`src/rtl/serial_byte_loader.sv`:
```
// Framed serial-to-parallel loader: assembles MSB-first frames into DATA with a one-cycle ENA strobe.
// Optional even-parity check after the data bits when PARITY_EN is defined.
module serial_byte_loader #(
    parameter int WIDTH = 8
) (
    input  logic             CLK,
    input  logic             RST,
    input  logic             SIN,
    input  logic             SVALID,
    input  logic             SFRAME,
    output logic [WIDTH-1:0] DATA,
    output logic             ENA,
    output logic             BUSY,
    output logic             ERR
);

    // state  | meaning
    // IDLE   | waiting for a framed first bit
    // SHIFT  | collecting data bits, cnt = bits received so far
    // PARITY | all data bits held in sreg, waiting for the parity bit (PARITY_EN only)
    localparam int CW = $clog2(WIDTH + 1);

`ifdef PARITY_EN
    typedef enum logic [1:0] {IDLE = 2'd0, SHIFT = 2'd1, PARITY = 2'd2} state_t;
`else
    typedef enum logic {IDLE = 1'b0, SHIFT = 1'b1} state_t;
`endif

    state_t           state, state_nxt;
    logic [CW-1:0]    cnt, cnt_nxt;
    logic [WIDTH-1:0] sreg, sreg_nxt;
    logic [WIDTH-1:0] data_nxt;
    logic             ena_nxt, err_nxt;
    logic [WIDTH-1:0] word;
    logic [WIDTH-1:0] first;

    always_ff @(posedge CLK or posedge RST) begin
        if (RST) begin
            state <= IDLE;
            cnt   <= '0;
            sreg  <= '0;
            DATA  <= '0;
            ENA   <= 1'b0;
            ERR   <= 1'b0;
        end else begin
            state <= state_nxt;
            cnt   <= cnt_nxt;
            sreg  <= sreg_nxt;
            DATA  <= data_nxt;
            ENA   <= ena_nxt;
            ERR   <= err_nxt;
        end
    end

    assign BUSY = (state != IDLE);

    always_comb begin
        state_nxt = state;
        cnt_nxt   = cnt;
        sreg_nxt  = sreg;
        data_nxt  = DATA;
        ena_nxt   = 1'b0;
        err_nxt   = 1'b0;
        word      = {sreg[WIDTH-2:0], SIN};
        first     = {{(WIDTH-1){1'b0}}, SIN};

        case (state)
            IDLE: begin
                if (SVALID && SFRAME) begin
                    sreg_nxt  = first;
                    cnt_nxt   = CW'(1);
                    state_nxt = SHIFT;
                end
            end
            SHIFT: begin
                if (SVALID) begin
                    if (SFRAME) begin
                        // abort: current bit restarts a new frame
                        err_nxt  = 1'b1;
                        sreg_nxt = first;
                        cnt_nxt  = CW'(1);
                    end else if (cnt == CW'(WIDTH - 1)) begin
`ifdef PARITY_EN
                        sreg_nxt  = word;
                        cnt_nxt   = CW'(WIDTH);
                        state_nxt = PARITY;
`else
                        sreg_nxt  = word;
                        data_nxt  = word;
                        ena_nxt   = 1'b1;
                        cnt_nxt   = '0;
                        state_nxt = IDLE;
`endif
                    end else begin
                        sreg_nxt = word;
                        cnt_nxt  = cnt + CW'(1);
                    end
                end
            end
`ifdef PARITY_EN
            PARITY: begin
                if (SVALID) begin
                    if (SFRAME) begin
                        err_nxt   = 1'b1;
                        sreg_nxt  = first;
                        cnt_nxt   = CW'(1);
                        state_nxt = SHIFT;
                    end else begin
                        if (SIN == ^sreg) begin
                            data_nxt = sreg;
                            ena_nxt  = 1'b1;
                        end else begin
                            err_nxt = 1'b1;
                        end
                        cnt_nxt   = '0;
                        state_nxt = IDLE;
                    end
                end
            end
`endif
            default: state_nxt = IDLE;
        endcase
    end

endmodule

```
`config.mk`:
```
export PLATFORM = sky130hd
export DESIGN_NAME = serial_byte_loader
export DESIGN_NICKNAME = d
export VERILOG_FILES = /design/src/rtl/serial_byte_loader.sv
export SDC_FILE = /design/constraint.sdc
export NUM_CORES = 1
export LEC_CHECK = 0
export CORE_MARGIN = 2
export CORE_UTILIZATION = 35
export CTS_CLUSTER_DIAMETER = 60
export CTS_CLUSTER_SIZE = 25
export DETAILED_ROUTE_END_ITERATION = 6
export PLACE_DENSITY = 0.62
export REMOVE_ABC_BUFFERS = 1
export SYNTH_ARGS = -nofsm -noshare
export SYNTH_HDL_FRONTEND = slang
export SYNTH_SLANG_ARGS = --single-unit
```
`constraint.sdc`:
```
create_clock -name CLK -period 1.35 [get_ports CLK]
set_input_delay 0.27 -clock CLK [delete_from_list [all_inputs] [get_ports CLK]]
set_output_delay 0.27 -clock CLK [all_outputs]
set_load 0.02 [all_outputs]
```
== Word level (Yosys, flattened, before mapping) ==
Cells that the tools add are included.
Cells by class
  add/subtract/negate cells: 1
  equal/unequal tests: 3
  multiplexer cells: 21
  bitwise logic cells: 2
  reductions and logical operators: 3
Operator list (number)
  2-to-1 mux 7 bit: 3
  2-to-1 mux 4 bit: 4
  case mux 7 bit (2 select lines): 1
  2-to-1 mux 1 bit: 11
  case mux 4 bit (2 select lines): 1
  adder 4 x 1 -> 4 bit, second input constant: 1
  equality test 4 x 3 -> 1 bit, second input constant: 1
  inequality test 2 bit, second input constant: 2
  AND reduction 4 bit: 1
  NOT 1 bit: 2
  case mux 1 bit (2 select lines): 1
  AND reduction 2 bit: 1
  logical AND 1 bit: 1
Storage, ports and cells
  flip-flop bits (word level): 22
  bits of input ports: 5
  output and inout port bits: 11
  logic and storage cells: 36

== Longest topological paths before layout ==
Gate-level depths: netlist (run 1).
  word-level depth: 5
  mapped depth: 6
  mapped depth without buffers: 4

== Least setup slack after synthesis (run 1) ==
No wires, ideal clock.
  path type: register -> register
  from: reg cnt[0]
  to: reg DATA[0]
  library setup time: 125 ps
  data arrival time: 1366 ps
  data required time: 1225 ps
  setup slack: -141 ps
  stages on the path, launching flop included: 6
  buffers on the path: 1
  period minus slack after synthesis: 1491 ps
  cell sequence: dfrtp_1 -> ha_1 -> and3b_1 -> and2_4 -> buf_6 -> mux2_4
Between the ends
  cells in the longest elaborated chain, start to end: 2
Ends and longest elaborated chain
  start, declared: RTL line 30  | logic [CW-1:0] cnt, cnt_nxt;
  start signal, assigned: RTL line 47  | cnt <= cnt_nxt;
  equality test 4 x 3 -> 1 bit: RTL line 82  | end else if (cnt == CW'(WIDTH - 1)) begin
  AND reduction 4 bit (no line)
  end signal, assigned: RTL line 49  | DATA <= data_nxt;
  end, declared: RTL line 11  | output logic [WIDTH-1:0] DATA,
Every way passes these cells.
A chain may end at the register's enable or synchronous reset.

== Worst setup path after layout (run 1) ==
  from: reg cnt[1]
  to: reg DATA[6]
Same word-level chain as after synthesis.

==> results of run 1 <==
-- stage by stage --
stage          worst slack, ns  utilization  power, µW  setup TNS (ns)  area [µm²]
6_report               -0.0616        0.499       1540          -0.411        1260
5_1_grt                 -0.103        0.499       1610          -0.743        1260
4_1_cts                -0.0455        0.490       1540          -0.295        1240
3_5_place_dp            -0.267        0.470       1040           -3.02        1180
3_3_place_gp            -0.254        0.470       1030           -2.77        1180
2_1_floorplan           -0.207            -        899           -1.66         907
-- power by group through the flow --
| stage | combinational [µW] | clock [µW] | sequential [µW] |
|---|---|---|---|
| floorplan | 108 | 0 | 791 |
| global placement | 270 | 0 | 764 |
| detailed placement | 277 | 0 | 764 |
| CTS | 264 | 528 | 752 |
| global route | 294 | 551 | 762 |
| finish | 274 | 511 | 756 |
-- what timing repair did --
item,in CTS,in global routing
pin swaps,1,1
setup buffers,0,1
endpoints found under the hold margin,0,0
endpoints found under the setup margin,19,17
cloned,1,0
resized for setup,14,8
-- cells by family (layout without fill, tap and decap cells) --
| group | count (synthesis) | in the layout | share of synthesized area |
|---|---|---|---|
| AOI/OAI and AO/OA | 17 | 17 | 0.136 |
| and+or+nand+nor | 12 | 13 | 0.0805 |
| adders and majority gates | 1 | 1 | 0.0132 |
| DFF | 22 | 22 | 0.580 |
| buffers and inverters | 7 | 34 | 0.0515 |
| muxes | 9 | 9 | 0.139 |
-- layout make-up --
class / instances / area [µm²] / area share
multi-input cells: 40 / 367 / 0.292
inverters: 2 / 7.51 / 0.00597
well taps: 30 / 37.5 / 0.0299
flip-flops and latches: 22 / 551 / 0.438
clock buffers: 3 / 22.5 / 0.0179
repair buffers: 28 / 243 / 0.193
clock inverters: 1 / 30.0 / 0.0239
-- worst paths after layout --
kind,endpoint,slack [ns]
max,DATA[6]$_DFFE_PP0P_,-0.06
min reg2reg,DATA[0]$_DFFE_PP0P_,0.52
max reg2reg,DATA[6]$_DFFE_PP0P_,-0.06
min,DATA[0]$_DFFE_PP0P_,0.26
min in group CLK,DATA[0]$_DFFE_PP0P_,0.52
max in group asynchronous,sreg[5]$_DFFE_PP0P_,0.85
-- cells in the final DEF, fill, tap and decap left out, drive strengths merged, types with 2 or more instances in the layout --
| cell | netlist | layout |
|---|---|---|
| mux2 | 9 | 9 |
| nor2b | 2 | 2 |
| a22o | 7 | 7 |
| clkdlybuf4s50 | 0 | 4 |
| and3b | 2 | 2 |
| clkbuf | 2 | 3 |
| dlygate4sd2 | 0 | 4 |
| nand2 | 3 | 3 |
| inv | 2 | 2 |
| o2bb2ai | 2 | 2 |
| and2 | 1 | 2 |
| a31oi | 2 | 2 |
| dfrtp | 22 | 22 |
| o21ai | 4 | 4 |
| clkdlybuf4s15 | 0 | 7 |
| buf | 3 | 13 |
-- sequential cells by signal, summed over array words and instances, names as in the netlist --
name / cells
DATA: 8
BUSY: 1
cnt: 4
ENA: 1
ERR: 1
sreg: 7
-- worst register-to-register path: stages, from the launching register on --
cell	delay (ns)
dfrtp_1	0.41
ha_2	0.20
and3b_2	0.21
and2_4	0.21
mux2_4	0.31
-- layer usage --
layer / wire length, µm / global-route usage / vias up
met5: 0 / 0 / -
met4: 0 / 0.0204 / 0
met3: 56 / 0.0419 / 0
met2: 881 / 0.210 / 12
met1: 945 / 0.170 / 322
li1: - / - / 306
==> flow_metrics.py, run 1 <==
metrics = {
    "outcome": {
        "status": "finished with violations",
        "violations": "setup timing",
    },
    "layout": {
        "n_antenna_cell": 0,
        "fillers": 235,
        "syn2layout_area_growth_pct": 32.6,
        "nets": 103,
        "drive_gt1_frac": 0.344,
        "final_cells": 126,
    },
    "clock_network": {
        "cts_buffer_depth": 2,
        "tritoncts": "built",
        "htreeDepth": 1,
        "root_buffer": "clkbuf_4",
        "hold_buffers": 0,
        "insertion_delay_ns": 0.31,
        "clk_pin_slew_worst_paths_ns": 0.14,
        "cts_buffers": 3,
        "cts_sinks": 22,
    },
    "pwr": {
        "p_switching_uw": 379,
        "power.density_mw_per_mm2": 1230,
        "power.internal_uw": 1160,
        "pwr-share-comb": 0.178,
        "ir_drop_mv": 1.01,
        "clkPwrFrac": 0.331,
        "pwr-share-seq": 0.490,
        "p_sw_frac": 0.246,
        "leakage_uw": 0.000610,
    },
    "synth": {
        "synthFlopType": "dfrtp_1",
        "postSynthAreaPerCell_um2": 13.9,
        "yosysSeqAreaShare": 0.580,
        "async_flop_share": 1.00,
        "synthCells": 68,
        "post_synth_num_cell_types": 23,
        "synth_edf_count": 0,
        "synth_top_area_frac": 0.580,
        "ys_ff_latch": 22,
        "ys_top_cells_by_area": "dfrtp_1 (58%), mux2_4 (13%), a22o_1 (4.6%)",
        "synthTopCellsByCount": "dfrtp_1 (22), mux2_4 (8), a22o_1 (5)",
        "yosys.cell_count.top_type": "dfrtp_1",
        "synth_area_um2": 948,
        "ys_warn_count": 0,
        "synth_top_area_cell": "dfrtp_1",
    },
    "timing": {
        "worst_clock_skew_ns": 0.0118,
        "fin_crit_sh": 1.05,
        "timing.final.ws_setup_ns": -0.0616,
        "holdWs_ns": 0.265,
        "setup_viol": 8,
        "finalMaxSlewViolations": 0,
        "period_needed_ns": 1.41,
        "tightestPinTransition_ns": 0.280,
        "fmax_mhz": 708,
        "rsz0062_at_grt": "true",
        "hold_viol": 0,
        "maxSlewHeadroom": 0.813,
    },
    "floorplan": {
        "die_y_um": 56.1,
        "start_util": 0.376,
        "io_pins": 16,
        "coreArea_mm2": 0.00252,
        "rows": 18,
        "die-area_mm2": 0.00314,
        "dieWidth_um": 56.1,
    },
    "detailed_routing": {
        "via_count": 640,
        "ant_nets": 0,
        "dr.pass1.iters": 4,
        "drt_iter0_markers": 12,
        "viasPerCell": 5.08,
        "drc": 0,
        "routed_wl_um": 1880,
        "wl_per_cell_um": 14.9,
    },
    "place": {
        "dp_hpwl_um": 1200,
        "port_buffers": 15,
        "dp.cells": 120,
        "routabilityCongestion": 0.698,
    },
    "critical_path": {
        "crit_path_max_incr_delay_ns": 0.41,
        "crit_buf_inv": 0,
        "end_kind": "register",
        "cp.depth": 4,
        "reg2reg_depth": 4,
        "critPathTopFamily": "simple AND/OR/NAND/NOR gates",
        "arrival_ns": 1.63,
        "cp.required_ns": 1.57,
        "crit_path_cell_trace": "ha_2 > and3b_2 > and2_4 > mux2_4",
        "worstReg2RegStart": "cnt[1]$_DFFE_PP0P_",
        "start_kind": "register",
        "crit_path_max_fanout": 5,
        "worstSetupPathType": "register to register",
        "crit_path_top_delay_cell": "dfrtp_1",
        "crit_path_start": "cnt[1]$_DFFE_PP0P_",
    },
    "run": {
        "drv_cap": 0,
    },
    "hold_path": {
        "min-delay-path-class": "primary input to async pin",
    },
    "grt": {
        "track_usage": 0.129,
        "grt_max_degree": 23,
        "grt_pass1_wl_um": 3170,
        "grt_remaining_overflow": 0,
        "antenna_found_initial": 0,
        "grt_pass1_vias": 660,
    },
}
Note: power is estimated with default switching activity, not from simulation.
==> inputs of run 2 (changes only) <==
--- a/config.mk
+++ b/config.mk
@@ -5,12 +5,13 @@
 export SDC_FILE = /design/constraint.sdc
 export NUM_CORES = 1
 export LEC_CHECK = 0
+export ABC_AREA = 1
 export CORE_MARGIN = 2
 export CORE_UTILIZATION = 35
 export CTS_CLUSTER_DIAMETER = 60
 export CTS_CLUSTER_SIZE = 25
 export DETAILED_ROUTE_END_ITERATION = 6
-export PLACE_DENSITY = 0.62
+export PLACE_DENSITY = 0.6
 export REMOVE_ABC_BUFFERS = 1
 export SYNTH_ARGS = -nofsm -noshare
 export SYNTH_HDL_FRONTEND = slang
==> constraint.sdc (replaced) <==
create_clock -name CLK -period 1.6 [get_ports CLK]
set_input_delay 0.32 -clock CLK [delete_from_list [all_inputs] [get_ports CLK]]
set_output_delay 0.32 -clock CLK [all_outputs]
set_load 0.02 [all_outputs]
==> flow_metrics.py, run 2 <==
metrics = {
    "outcome": {
        "status": "finished clean",
    },
    "timing": {
        "fin_setup_tns_ns": 0,
        "period_needed_ns": 1.42,
        "setup_viol": 0,
        "timing.final.ws_setup_ns": 0.179,
        "fin_crit_sh": 0.888,
        "finalMaxSlewViolations": 0,
        "hold_viol": 0,
        "maxSlewHeadroom": 0.813,
        "rsz0062_at_grt": "false",
        "fmax_mhz": 704,
        "tightestPinTransition_ns": 0.281,
        "worst_clock_skew_ns": 0.0132,
    },
    "pwr": {
        "ir_drop_mv": 0.824,
        "power.density_mw_per_mm2": 989,
        "leakage_uw": 0.000635,
    },
    "layout": {
        "drive_gt1_frac": 0.200,
        "n_antenna_cell": 0,
        "regArea_um2": 551,
        "syn2layout_area_growth_pct": 28.4,
        "final_common_cell": "dfrtp_1",
        "nets": 117,
        "largestRegisters": "DATA x8, sreg x7, cnt x4",
        "largest_register_ffs": 8,
        "fillers": 242,
        "multi_input_area_um2": 314,
        "final_cell_mix": "dfrtp_1 (22), nand2_1 (18), inv_1 (11)",
        "regMostFlops": "DATA",
    },
    "synth": {
        "post_synth_num_cell_types": 17,
        "synth_top_area_cell": "dfrtp_1",
        "synthCells": 89,
        "synth_top_area_frac": 0.598,
        "ys_ff_latch": 22,
        "yosys.cell_count.top_type": "dfrtp_1",
        "synth_edf_count": 0,
        "async_flop_share": 1.00,
        "ys_top_cells_by_area": "dfrtp_1 (60%), nand2_1 (7.3%), o21ai_2 (6.7%)",
        "ys_warn_count": 0,
        "synthFlopType": "dfrtp_1",
        "synthTopCellsByCount": "dfrtp_1 (22), nand2_1 (18), inv_1 (11)",
        "postSynthAreaPerCell_um2": 10.3,
        "yosysSeqAreaShare": 0.598,
        "synth_area_um2": 921,
    },
    "critical_path": {
        "crit_path_max_fanout": 16,
        "cp.required_ns": 1.81,
        "worstSetupPathType": "register to register",
        "crit_path_top_delay_cell": "dfrtp_1",
        "rrSetupSlack_ns": 0.18,
        "crit_path_max_incr_delay_ns": 0.46,
        "end_kind": "register",
        "cp_common_cell": "nand2_1",
        "start_kind": "register",
        "crit_path_cell_trace": "ha_1 > nand2_2 > nor2_4 > nand2_4 > clkinv_1 > nand2_1 > nand2_1",
        "r2r-end": "DATA[0]$_DFFE_PP0P_",
        "worstReg2RegStart": "cnt[0]$_DFFE_PP0P_",
        "reg2reg_depth": 7,
        "arrival_ns": 1.63,
        "crit_path_start": "cnt[0]$_DFFE_PP0P_",
    },
    "detailed_routing": {
        "routed_wl_um": 1600,
        "ant_nets": 0,
        "dr.pass1.iters": 4,
        "via_count": 640,
        "drt_iter0_markers": 22,
        "drc": 0,
        "wl_per_cell_um": 11.4,
        "viasPerCell": 4.57,
    },
    "run": {
        "drv_cap": 0,
    },
    "floorplan": {
        "start_util": 0.372,
        "io_pins": 16,
        "dieWidth_um": 55.3,
        "rows": 18,
        "die-area_mm2": 0.00306,
        "die_y_um": 55.3,
        "coreArea_mm2": 0.00248,
    },
    "clock_network": {
        "root_buffer": "clkbuf_4",
        "post-cts-setup-buffers": 0,
        "cts_buffers": 3,
        "insertion_delay_ns": 0.31,
        "tritoncts": "built",
        "clk_pin_slew_worst_paths_ns": 0.13,
        "htreeDepth": 1,
        "cts_buffer_depth": 2,
        "cts_sinks": 22,
    },
    "place": {
        "pre_cts_ws_ns": 0.00108,
        "routabilityCongestion": 0.774,
        "dp_hpwl_um": 1150,
        "port_buffers": 15,
    },
    "grt": {
        "antenna_found_initial": 0,
        "grt_pass1_wl_um": 2700,
        "grt_pass1_vias": 602,
        "grt_max_degree": 23,
        "grt_remaining_overflow": 0,
        "track_usage": 0.114,
    },
    "hold_path": {
        "min-delay-path-class": "primary input to async pin",
    },
}
[run 2: cell count changes after synthesis, sizes merged, moves of 4 or more]
| cell | before | now |
|---|---|---|
| o22ai | 0 | 6 |
| nand3 | 0 | 4 |
| nor2 | 0 | 6 |
| inv | 2 | 11 |
| mux2 | 9 | 0 |
| o21ai | 4 | 10 |
| a22o | 7 | 0 |
| nand2 | 3 | 24 |
[run 2: worst max-delay path, delay by kind of cell, from the launching register on]
| kind | cells | cell delay, ns |
|---|---|---|
| simple gates | 5 | 0.47 |
| flops | 1 | 0.46 |
| buf+inv | 1 | 0.14 |
| fa+ha+maj | 1 | 0.26 |
[run 2: final cells by class]
cell class	count	area share
tap	30	0.0317
clock inverter	1	0.0254
timing repair buffer	18	0.154
inverter	12	0.0381
clock buffer	3	0.0190
multi-input combinational	54	0.266
sequential	22	0.466
[run 2: cells by family (layout without fill, tap and decap cells)]
| kind of cell | after synthesis | in the layout | share of synthesized area |
|---|---|---|---|
| compound gates | 17 | 17 | 0.129 |
| xor+xnor | 1 | 1 | 0.00951 |
| fa+ha+maj | 1 | 1 | 0.0136 |
| buf+inv | 13 | 34 | 0.0611 |
| flops | 22 | 22 | 0.598 |
| simple gates | 35 | 35 | 0.189 |
[run 2: where the power goes]
group | switching (µW) | internal, µW
Combinational | 77.7 | 59.5
Clock | 171 | 253
Sequential | 23.7 | 584
[run 2: worst max-delay path by stage]
| stage | end | cells past startpoint | slack (ns) |
|---|---|---|---|
| after floorplan | DATA[0]$_DFFE_PP0P_ | 7 | 0.33 |
| after global placement | DATA[0]$_DFFE_PP0P_ | 7 | 0.05 |
| after detailed placement | DATA[0]$_DFFE_PP0P_ | 7 | 0.001 |
| after CTS | DATA[0] | 1 | 0.002 |
| after global routing | DATA[0]$_DFFE_PP0P_ | 7 | 0.09 |
| final | DATA[0]$_DFFE_PP0P_ | 7 | 0.18 |
[run 2: repair_timing]
action,CTS,global route
endpoints found under the setup margin,8,3
resized for setup,8,3
hold buffers,0,0
[run 2: per-layer routing]
layer / vias to the layer above / GRT usage / share of wire
li1: 327 / - / -
met1: 292 / 0.141 / 0.46
met2: 19 / 0.180 / 0.47
met3: 2 / 0.0422 / 0.049
met4: 0 / 0.0418 / 0.017
met5: - / 0 / 0
[run 2: per-stage QoR]
stage / hold WS [ns] / total power [µW] / utilization / instances / instance area [µm²]
after floorplan: 0.309 / 696 / - / 88 / 910
after global placement: 0.469 / 757 / 0.457 / 136 / 1130
after detailed placement: 0.468 / 762 / 0.457 / 136 / 1130
after CTS: 0.319 / 1190 / 0.474 / 140 / 1170
after global routing: 0.377 / 1230 / 0.477 / 140 / 1180
final: 0.318 / 1170 / 0.477 / 140 / 1180
